## config.mk

```make
export PLATFORM = sky130hd
export DESIGN_NAME = axi_lite_master_ctrl
export DESIGN_NICKNAME = d
export VERILOG_FILES = /design/src/rtl/axi_lite_pkg.sv /design/src/rtl/axi_wait_timer.sv /design/src/rtl/axi_lite_master_ctrl.sv
export SDC_FILE = /design/constraint.sdc
export NUM_CORES = 1
export LEC_CHECK = 0
export ABC_CLOCK_PERIOD_IN_PS = 2200
export CORE_MARGIN = 3
export CORE_UTILIZATION = 41
export CTS_CLUSTER_DIAMETER = 150
export DETAILED_ROUTE_END_ITERATION = 10
export PLACE_DENSITY = 0.83
export SYNTH_ARGS = -nofsm -noshare
export SYNTH_HDL_FRONTEND = slang
export SYNTH_SLANG_ARGS = --single-unit
```

## constraint.sdc

```tcl
create_clock -name clk_i -period 2.2 [get_ports clk_i]
set_input_delay 0.44 -clock clk_i [delete_from_list [all_inputs] [get_ports clk_i]]
set_output_delay 0.44 -clock clk_i [all_outputs]
set_load 0.05 [all_outputs]
```

## src/rtl/axi_lite_pkg.sv

```systemverilog
// Shared types and constants for the AXI-Lite master controller.
// Holds the controller FSM state type, AXI response codes, fixed
// data/strobe widths and the packed user-response payload.
package axi_lite_pkg;

    localparam int unsigned DATA_W = 32;
    localparam int unsigned STRB_W = 4;
    localparam int unsigned RESP_W = 2;

    localparam logic [RESP_W-1:0] RESP_OKAY   = 2'b00;
    localparam logic [RESP_W-1:0] RESP_EXOKAY = 2'b01;
    localparam logic [RESP_W-1:0] RESP_SLVERR = 2'b10;
    localparam logic [RESP_W-1:0] RESP_DECERR = 2'b11;

    typedef enum logic [2:0] {
        IDLE    = 3'd0,
        WR_REQ  = 3'd1,
        WR_RESP = 3'd2,
        RD_REQ  = 3'd3,
        RD_DATA = 3'd4,
        RSP     = 3'd5
    } state_e;

    // Response returned to the user side
    typedef struct packed {
        logic              write;
        logic [RESP_W-1:0] resp;
        logic [DATA_W-1:0] rdata;
    } rsp_t;

    // States in which the controller is waiting on the AXI slave
    function automatic logic is_wait_state(input state_e s);
        return (s == WR_REQ) || (s == WR_RESP) || (s == RD_REQ) || (s == RD_DATA);
    endfunction

endpackage

```

## src/rtl/axi_wait_timer.sv

```systemverilog
// Per-state wait counter for the AXI-Lite master.
// Ports:
//   clk_i, rst_ni    clock, async active-low reset
//   clr_i            clear to zero (state entry), dominates en_i
//   en_i             count one waited cycle
//   expired_o        registered: count has reached TIMEOUT
//   expire_next_c    combinational: count will be TIMEOUT next cycle
// The count saturates at TIMEOUT, so it never wraps.
module axi_wait_timer #(
    parameter int unsigned TIMEOUT = 255
) (
    input  logic clk_i,
    input  logic rst_ni,
    input  logic clr_i,
    input  logic en_i,
    output logic expired_o,
    output logic expire_next_c
);

    localparam int unsigned CNT_W = $clog2(TIMEOUT + 1);

    logic [CNT_W-1:0] cnt_q;
    logic [CNT_W-1:0] cnt_d;
    logic             expired_q;

    // Next count: clear on entry, else saturating increment
    always_comb begin
        cnt_d = cnt_q;
        if (clr_i) begin
            cnt_d = '0;
        end else if (en_i && (cnt_q != CNT_W'(TIMEOUT))) begin
            cnt_d = cnt_q + CNT_W'(1);
        end
    end

    assign expire_next_c = (cnt_d == CNT_W'(TIMEOUT));
    assign expired_o     = expired_q;

    always_ff @(posedge clk_i or negedge rst_ni) begin
        if (!rst_ni) begin
            cnt_q     <= '0;
            expired_q <= 1'b0;
        end else begin
            cnt_q     <= cnt_d;
            expired_q <= expire_next_c;
        end
    end

endmodule

```

## src/rtl/axi_lite_master_ctrl.sv

```systemverilog
// Single-outstanding AXI-Lite master: turns one user command into an
// AXI-Lite read or write and returns the response on a user handshake.
// Ports:
//   clk_i, rst_ni                         clock, async active-low reset
//   cmd_valid_i/cmd_ready_o, cmd_write_i, cmd_addr_i, cmd_wdata_i,
//   cmd_wstrb_i                           user command
//   rsp_valid_o/rsp_ready_i, rsp_rdata_o, rsp_resp_o, rsp_write_o
//                                         user response
//   axi_aw*, axi_w*, axi_b*, axi_ar*, axi_r*  AXI-Lite master channels
// Every output is a flop. A channel stuck longer than TIMEOUT cycles is
// aborted and reported as SLVERR.
module axi_lite_master_ctrl
    import axi_lite_pkg::*;
#(
    parameter int unsigned ADDR_W  = 32,
    parameter int unsigned TIMEOUT = 255
) (
    input  logic                clk_i,
    input  logic                rst_ni,
    // user command
    input  logic                cmd_valid_i,
    output logic                cmd_ready_o,
    input  logic                cmd_write_i,
    input  logic [ADDR_W-1:0]   cmd_addr_i,
    input  logic [DATA_W-1:0]   cmd_wdata_i,
    input  logic [STRB_W-1:0]   cmd_wstrb_i,
    // user response
    output logic                rsp_valid_o,
    input  logic                rsp_ready_i,
    output logic [DATA_W-1:0]   rsp_rdata_o,
    output logic [RESP_W-1:0]   rsp_resp_o,
    output logic                rsp_write_o,
    // write address
    output logic                axi_awvalid_o,
    output logic [ADDR_W-1:0]   axi_awaddr_o,
    input  logic                axi_awready_i,
    // write data
    output logic                axi_wvalid_o,
    output logic [DATA_W-1:0]   axi_wdata_o,
    output logic [STRB_W-1:0]   axi_wstrb_o,
    input  logic                axi_wready_i,
    // write response
    input  logic                axi_bvalid_i,
    input  logic [RESP_W-1:0]   axi_bresp_i,
    output logic                axi_bready_o,
    // read address
    output logic                axi_arvalid_o,
    output logic [ADDR_W-1:0]   axi_araddr_o,
    input  logic                axi_arready_i,
    // read data
    input  logic                axi_rvalid_i,
    input  logic [DATA_W-1:0]   axi_rdata_i,
    input  logic [RESP_W-1:0]   axi_rresp_i,
    output logic                axi_rready_o
);

    state_e state_q, state_d;

    logic              aw_done_q, aw_done_d;
    logic              w_done_q,  w_done_d;
    logic [ADDR_W-1:0] addr_q,    addr_d;
    logic [DATA_W-1:0] wdata_q,   wdata_d;
    logic [STRB_W-1:0] wstrb_q,   wstrb_d;
    rsp_t              rsp_q,     rsp_d;

    logic cmd_ready_q, cmd_ready_d;
    logic awvalid_q,   awvalid_d;
    logic wvalid_q,    wvalid_d;
    logic bready_q,    bready_d;
    logic arvalid_q,   arvalid_d;
    logic rready_q,    rready_d;
    logic rsp_valid_q, rsp_valid_d;

    logic timer_clr;
    logic timer_en;
    logic timer_expired;
    logic timer_expire_next;

    // Next-state and payload capture
    always_comb begin
        state_d   = state_q;
        aw_done_d = aw_done_q;
        w_done_d  = w_done_q;
        addr_d    = addr_q;
        wdata_d   = wdata_q;
        wstrb_d   = wstrb_q;
        rsp_d     = rsp_q;

        case (state_q)
            IDLE: begin
                if (cmd_valid_i && cmd_ready_q) begin
                    state_d   = cmd_write_i ? WR_REQ : RD_REQ;
                    addr_d    = cmd_addr_i;
                    wdata_d   = cmd_wdata_i;
                    wstrb_d   = cmd_wstrb_i;
                    aw_done_d = 1'b0;
                    w_done_d  = 1'b0;
                    rsp_d     = '{write: cmd_write_i, resp: RESP_OKAY, rdata: '0};
                end
            end
            WR_REQ: begin
                // AW and W complete independently, in any order
                aw_done_d = aw_done_q | (awvalid_q & axi_awready_i);
                w_done_d  = w_done_q  | (wvalid_q  & axi_wready_i);
                if (aw_done_d && w_done_d) begin
                    state_d = WR_RESP;
                end else if (timer_expired) begin
                    state_d    = RSP;
                    rsp_d.resp = RESP_SLVERR;
                end
            end
            WR_RESP: begin
                if (bready_q && axi_bvalid_i) begin
                    state_d    = RSP;
                    rsp_d.resp = axi_bresp_i;
                end else if (timer_expired) begin
                    state_d    = RSP;
                    rsp_d.resp = RESP_SLVERR;
                end
            end
            RD_REQ: begin
                if (arvalid_q && axi_arready_i) begin
                    state_d = RD_DATA;
                end else if (timer_expired) begin
                    state_d     = RSP;
                    rsp_d.resp  = RESP_SLVERR;
                    rsp_d.rdata = '0;
                end
            end
            RD_DATA: begin
                if (rready_q && axi_rvalid_i) begin
                    state_d     = RSP;
                    rsp_d.resp  = axi_rresp_i;
                    rsp_d.rdata = axi_rdata_i;
                end else if (timer_expired) begin
                    state_d     = RSP;
                    rsp_d.resp  = RESP_SLVERR;
                    rsp_d.rdata = '0;
                end
            end
            RSP: begin
                if (rsp_valid_q && rsp_ready_i) begin
                    state_d = IDLE;
                end
            end
            default: state_d = IDLE;
        endcase
    end

    assign timer_clr = (state_d != state_q);
    assign timer_en  = is_wait_state(state_q);

    axi_wait_timer #(
        .TIMEOUT (TIMEOUT)
    ) u_wait_timer (
        .clk_i         (clk_i),
        .rst_ni        (rst_ni),
        .clr_i         (timer_clr),
        .en_i          (timer_en),
        .expired_o     (timer_expired),
        .expire_next_c (timer_expire_next)
    );

    // Registered handshake outputs; AXI valids/readies drop in the cycle
    // the wait count reaches TIMEOUT, one cycle before the abort to RSP.
    always_comb begin
        cmd_ready_d = (state_d == IDLE);
        awvalid_d   = (state_d == WR_REQ)  && !aw_done_d && !timer_expire_next;
        wvalid_d    = (state_d == WR_REQ)  && !w_done_d  && !timer_expire_next;
        bready_d    = (state_d == WR_RESP) && !timer_expire_next;
        arvalid_d   = (state_d == RD_REQ)  && !timer_expire_next;
        rready_d    = (state_d == RD_DATA) && !timer_expire_next;
        rsp_valid_d = (state_d == RSP);
    end

    always_ff @(posedge clk_i or negedge rst_ni) begin
        if (!rst_ni) begin
            state_q     <= IDLE;
            aw_done_q   <= 1'b0;
            w_done_q    <= 1'b0;
            addr_q      <= '0;
            wdata_q     <= '0;
            wstrb_q     <= '0;
            rsp_q       <= '0;
            cmd_ready_q <= 1'b1;
            awvalid_q   <= 1'b0;
            wvalid_q    <= 1'b0;
            bready_q    <= 1'b0;
            arvalid_q   <= 1'b0;
            rready_q    <= 1'b0;
            rsp_valid_q <= 1'b0;
        end else begin
            state_q     <= state_d;
            aw_done_q   <= aw_done_d;
            w_done_q    <= w_done_d;
            addr_q      <= addr_d;
            wdata_q     <= wdata_d;
            wstrb_q     <= wstrb_d;
            rsp_q       <= rsp_d;
            cmd_ready_q <= cmd_ready_d;
            awvalid_q   <= awvalid_d;
            wvalid_q    <= wvalid_d;
            bready_q    <= bready_d;
            arvalid_q   <= arvalid_d;
            rready_q    <= rready_d;
            rsp_valid_q <= rsp_valid_d;
        end
    end

    assign cmd_ready_o   = cmd_ready_q;
    assign rsp_valid_o   = rsp_valid_q;
    assign rsp_rdata_o   = rsp_q.rdata;
    assign rsp_resp_o    = rsp_q.resp;
    assign rsp_write_o   = rsp_q.write;
    assign axi_awvalid_o = awvalid_q;
    assign axi_awaddr_o  = addr_q;
    assign axi_wvalid_o  = wvalid_q;
    assign axi_wdata_o   = wdata_q;
    assign axi_wstrb_o   = wstrb_q;
    assign axi_bready_o  = bready_q;
    assign axi_arvalid_o = arvalid_q;
    assign axi_araddr_o  = addr_q;
    assign axi_rready_o  = rready_q;

endmodule

```

==> impl_metrics.toml <==
[sta]
drv_slew = 0
final.setup.worst_slack_ns = 0.0779
maxSlewHeadroom = 0.546
min_period_over_period = 0.965
final.setup.tns_ns = 0
timing.final.hold_violations = 0
min_period_ns = 2.12
timing_worst_slew_pin_value_ns = 0.681
report.final.setup_viol = 0
skew_ns = 0.00922
highest_clock_rate_mhz = 471

[placement]
dp_hpwl_microns = 11500
gp_congestion = 0.867
pre_cts_slack_ns = -0.255
io_buffers = 255

[clock_tree]
cts.sink_count = 124
cts_tree = "yes"
cts_htree_levels = 4
clock_pin_slew_worst_setup_and_hold_paths_ns = 0.05
source_to_sink_clock_delay_at_the_later_pin_of_the_worst_skew_pair_ns = 0.40
clock_tree.buffer_depth = 2
cts-buffers-inserted = 17
cts-root-buf = "sky130_fd_sc_hd__clkbuf_16"

[worst_setup_path]
timing.critical_path.max_delay_family = "simple AND/OR/NAND/NOR gates"
cpPeakStageDelay_ns = 0.48
reg2reg_slack_ns = 0.08
critPathBufInv = 1
worst_r2r_path_depth = 7
launching_element_of_the_worst_setup_path = "state_q[2]$_DFF_PN0_"
worst_path_cell_chain = "or3_1, nand3_1, mux2_2, nand4_1, nor4_4, buf_4, nor4_1"
worst_r2r_endpoint = "axi_awvalid_o$_DFF_PN0_"
worst_setup_ep = "axi_awvalid_o$_DFF_PN0_"
critPathLaunchType = "register"
worst-endpoint-required_ns = 2.50
crit_cells = 7
cpMaxStageDelayCell = "sky130_fd_sc_hd__dfrtp_2"
cp.arrival_ns = 2.42
setup.worst_path.end_class = "register"
timing_worst_setup_path_type = "reg -> reg"
worst_path_fanout_max = 11
timing.rr.start = "state_q[2]$_DFF_PN0_"

[drt]
routedWlPerCell_microns = 15.9
drt-total-wl_microns = 15700
vias = 4901
route.detailed.drc = 0
count_of_tritonroute_iterations_in_the_first_routing_pass = 5
drt-vias-per-instance = 4.97
detail-route-antenna-nets = 0
drt_first_iter_violations = 449

[synthesis]
synth_area_sq_mm = 0.00540
count_of_warnings_emitted_by_yosys = 0
synth.distinct_cells = 63
most_common_cell_in_the_synthesized_netlist = "sky130_fd_sc_hd__nand2_1"
yosys_register_bits = 124
synth_ff_type = "sky130_fd_sc_hd__dfrtp_1"
synthesis.nets = 664
seq_area_frac_synth = 0.575
synth_top_cell_by_area = "sky130_fd_sc_hd__dfrtp_1"
yosysTopAreaCellShare = 0.570
number_of_flops_mapped_to_enable_cells_by_yosys = 0
syn-instance-count = 549
synth.area.top_cells = "sky130_fd_sc_hd__dfrtp_1 (57%), sky130_fd_sc_hd__nand2_1 (16%), sky130_fd_sc_hd__a22o_1 (5.4%)"
postSynthAreaPerCell_sq_um = 9.84
ys_async_sr_fraction = 1.00
leading_cell_types_by_count_after_synthesis = "sky130_fd_sc_hd__nand2_1 (224), sky130_fd_sc_hd__dfrtp_1 (123), sky130_fd_sc_hd__a22o_1 (33), sky130_fd_sc_hd__buf_4 (32), sky130_fd_sc_hd__nor2_1 (21)"

[floorplan]
floorplan.die.height_microns = 121
die_area_sq_mm = 0.0146
design.portCount = 256
floorplan.initialDensity = 0.423
core_rows = 41
die_wd_microns = 121
floorplan.core_area_sq_mm = 0.0128

[layout]
ratio_of_cells_with_drive_above_1_in_the_final_layout = 0.119
finish.net_count = 916
flow.area_growth_from_synthesis_pct = 62.7
num_antenna_cells = 0

[grt]
grt_start_max_net_pins = 70
global_route.overflow_total = 0
wire_length_of_the_first_global_routing_pass_microns = 24800
grt_usage = 0.215
via_count_of_the_first_global_routing_pass = 4894
grt_antenna_before_repair = 0

[power]
power.density_mw_per_mm2 = 1650
p_total_mw = 14.5
vdd.ir_drop.worst_uv = 873
static-leakage-power_nw = 4.06

[run]
cap_violations = 0

[hold_path]
hp-class = "reg -> reg"

[outcome]
outcome = "complete, no violations"
==> registers in the layout, indices dropped and copies added, names as in the netlist <==
register / count
rsp_valid_o: 1
rsp_rdata_o: 32
axi_wstrb_o: 4
axi_awvalid_o: 1
state_q: 3
w_done_q: 1
axi_bready_o: 1
aw_done_q: 1
cmd_ready_o: 1
axi_rready_o: 1
axi_wdata_o: 32
axi_araddr_o: 32
rsp_write_o: 1
u_wait_timer.expired_o: 1
axi_wvalid_o: 1
u_wait_timer.cnt_q: 8
axi_arvalid_o: 1
rsp_resp_o: 2
==> where the power goes <==
part	internal, mW	leakage, nW	switching (mW)
combinational	2.79	2.17	5.27
sequential	3.05	1.62	0.573
clock	1.81	0.281	0.971
total	7.66	4.06	6.82
==> metal layers <==
metal	GRT usage	vias up	wire length, microns
met2	0.377	217	8360
met4	0.0765	0	354
met1	0.249	2359	5960
met3	0.0627	32	992
met5	0	-	0
li1	-	2293	-
==> layout by cell type, fill, tap and decap left out, types with 2 or more instances in the layout <==
cell,synthesis,layout
sky130_fd_sc_hd__xnor2_1,3,3
sky130_fd_sc_hd__nor4_1,4,2
sky130_fd_sc_hd__buf_4,32,33
sky130_fd_sc_hd__nor2_1,21,20
sky130_fd_sc_hd__clkinv_2,0,2
sky130_fd_sc_hd__dfrtp_1,123,119
sky130_fd_sc_hd__nand2_1,224,224
sky130_fd_sc_hd__nand3_1,7,6
sky130_fd_sc_hd__buf_12,0,3
sky130_fd_sc_hd__dfrtp_2,0,4
sky130_fd_sc_hd__and3b_1,2,2
sky130_fd_sc_hd__nand2b_1,2,2
sky130_fd_sc_hd__nor2_4,1,2
sky130_fd_sc_hd__o22ai_1,2,2
sky130_fd_sc_hd__bufinv_16,0,3
sky130_fd_sc_hd__clkbuf_1,13,4
sky130_fd_sc_hd__clkdlybuf4s50_1,0,253
sky130_fd_sc_hd__clkbuf_16,0,17
sky130_fd_sc_hd__mux2_2,2,2
sky130_fd_sc_hd__a22o_1,33,33
sky130_fd_sc_hd__a21oi_1,8,7
sky130_fd_sc_hd__o211ai_2,3,2
sky130_fd_sc_hd__inv_1,3,3
sky130_fd_sc_hd__clkinvlp_4,0,3
sky130_fd_sc_hd__or3_1,2,2
sky130_fd_sc_hd__nor4_4,1,2
sky130_fd_sc_hd__nor2b_1,2,2
sky130_fd_sc_hd__nand4_1,4,4
sky130_fd_sc_hd__a21o_1,2,2
sky130_fd_sc_hd__a31oi_1,4,4
==> cell type report <==
type,instances,area (sq um)
tap,172,215
timing repair buffer,291,2860
inverter,3,11.3
sequential,124,3110
multi-input combinational,364,1990
clock buffer,22,454
clock inverter,10,140
fill,916,3990
==> logic make-up after synthesis <==
kind of cell | Yosys count | share of synthesized area
DFF | 124 | 0.575
and+or+nand+nor | 285 | 0.229
xor gates and xnor gates | 4 | 0.00649
buffers and inverters | 61 | 0.0704
adders and majority gates | 1 | 0.00232
muxes | 3 | 0.00602
AOI/OAI and AO/OA | 71 | 0.111
==> tightest hold or removal path, cell delays in order, from the launching register on <==
cell	delay, ns
sky130_fd_sc_hd__dfrtp_1	0.33
sky130_fd_sc_hd__nand2_1	0.05
sky130_fd_sc_hd__nand2_1	0.05
==> what timing repair did <==
item	in CTS	in global routing
setup endpoints to repair	5	14
buffers inserted	1	4
hold buffers	1	0
gates resized for setup	5	11
hold endpoints to repair	25	0
pin swaps	1	4
==> metrics by stage <==
step | utilization | cell area, sq um | std cells | hold WS [ns]
floorplan | - | 5400 | 549 | 0.144
global placement | 0.632 | 8070 | 948 | 0.396
detailed placement | 0.632 | 8070 | 948 | 0.400
CTS | 0.681 | 8700 | 982 | 0.474
global route | 0.688 | 8780 | 986 | 0.501
finish | 0.688 | 8780 | 986 | 0.467
==> how the worst min path moves through the flow <==
stage	startpoint	depth (start not counted)	to
after floorplan	rst_ni	0	aw_done_q$_DFF_PN0_
after global placement	rst_ni	1	axi_araddr_o[4]$_DFFE_PN0P_
after detailed placement	rst_ni	1	w_done_q$_DFF_PN0_
after CTS	axi_wstrb_o[1]$_DFFE_PN0P_	2	axi_wstrb_o[1]$_DFFE_PN0P_
after global routing	axi_wstrb_o[1]$_DFFE_PN0P_	2	axi_wstrb_o[1]$_DFFE_PN0P_
final	axi_wstrb_o[1]$_DFFE_PN0P_	2	axi_wstrb_o[1]$_DFFE_PN0P_
(Power assumes the default switching activity.)
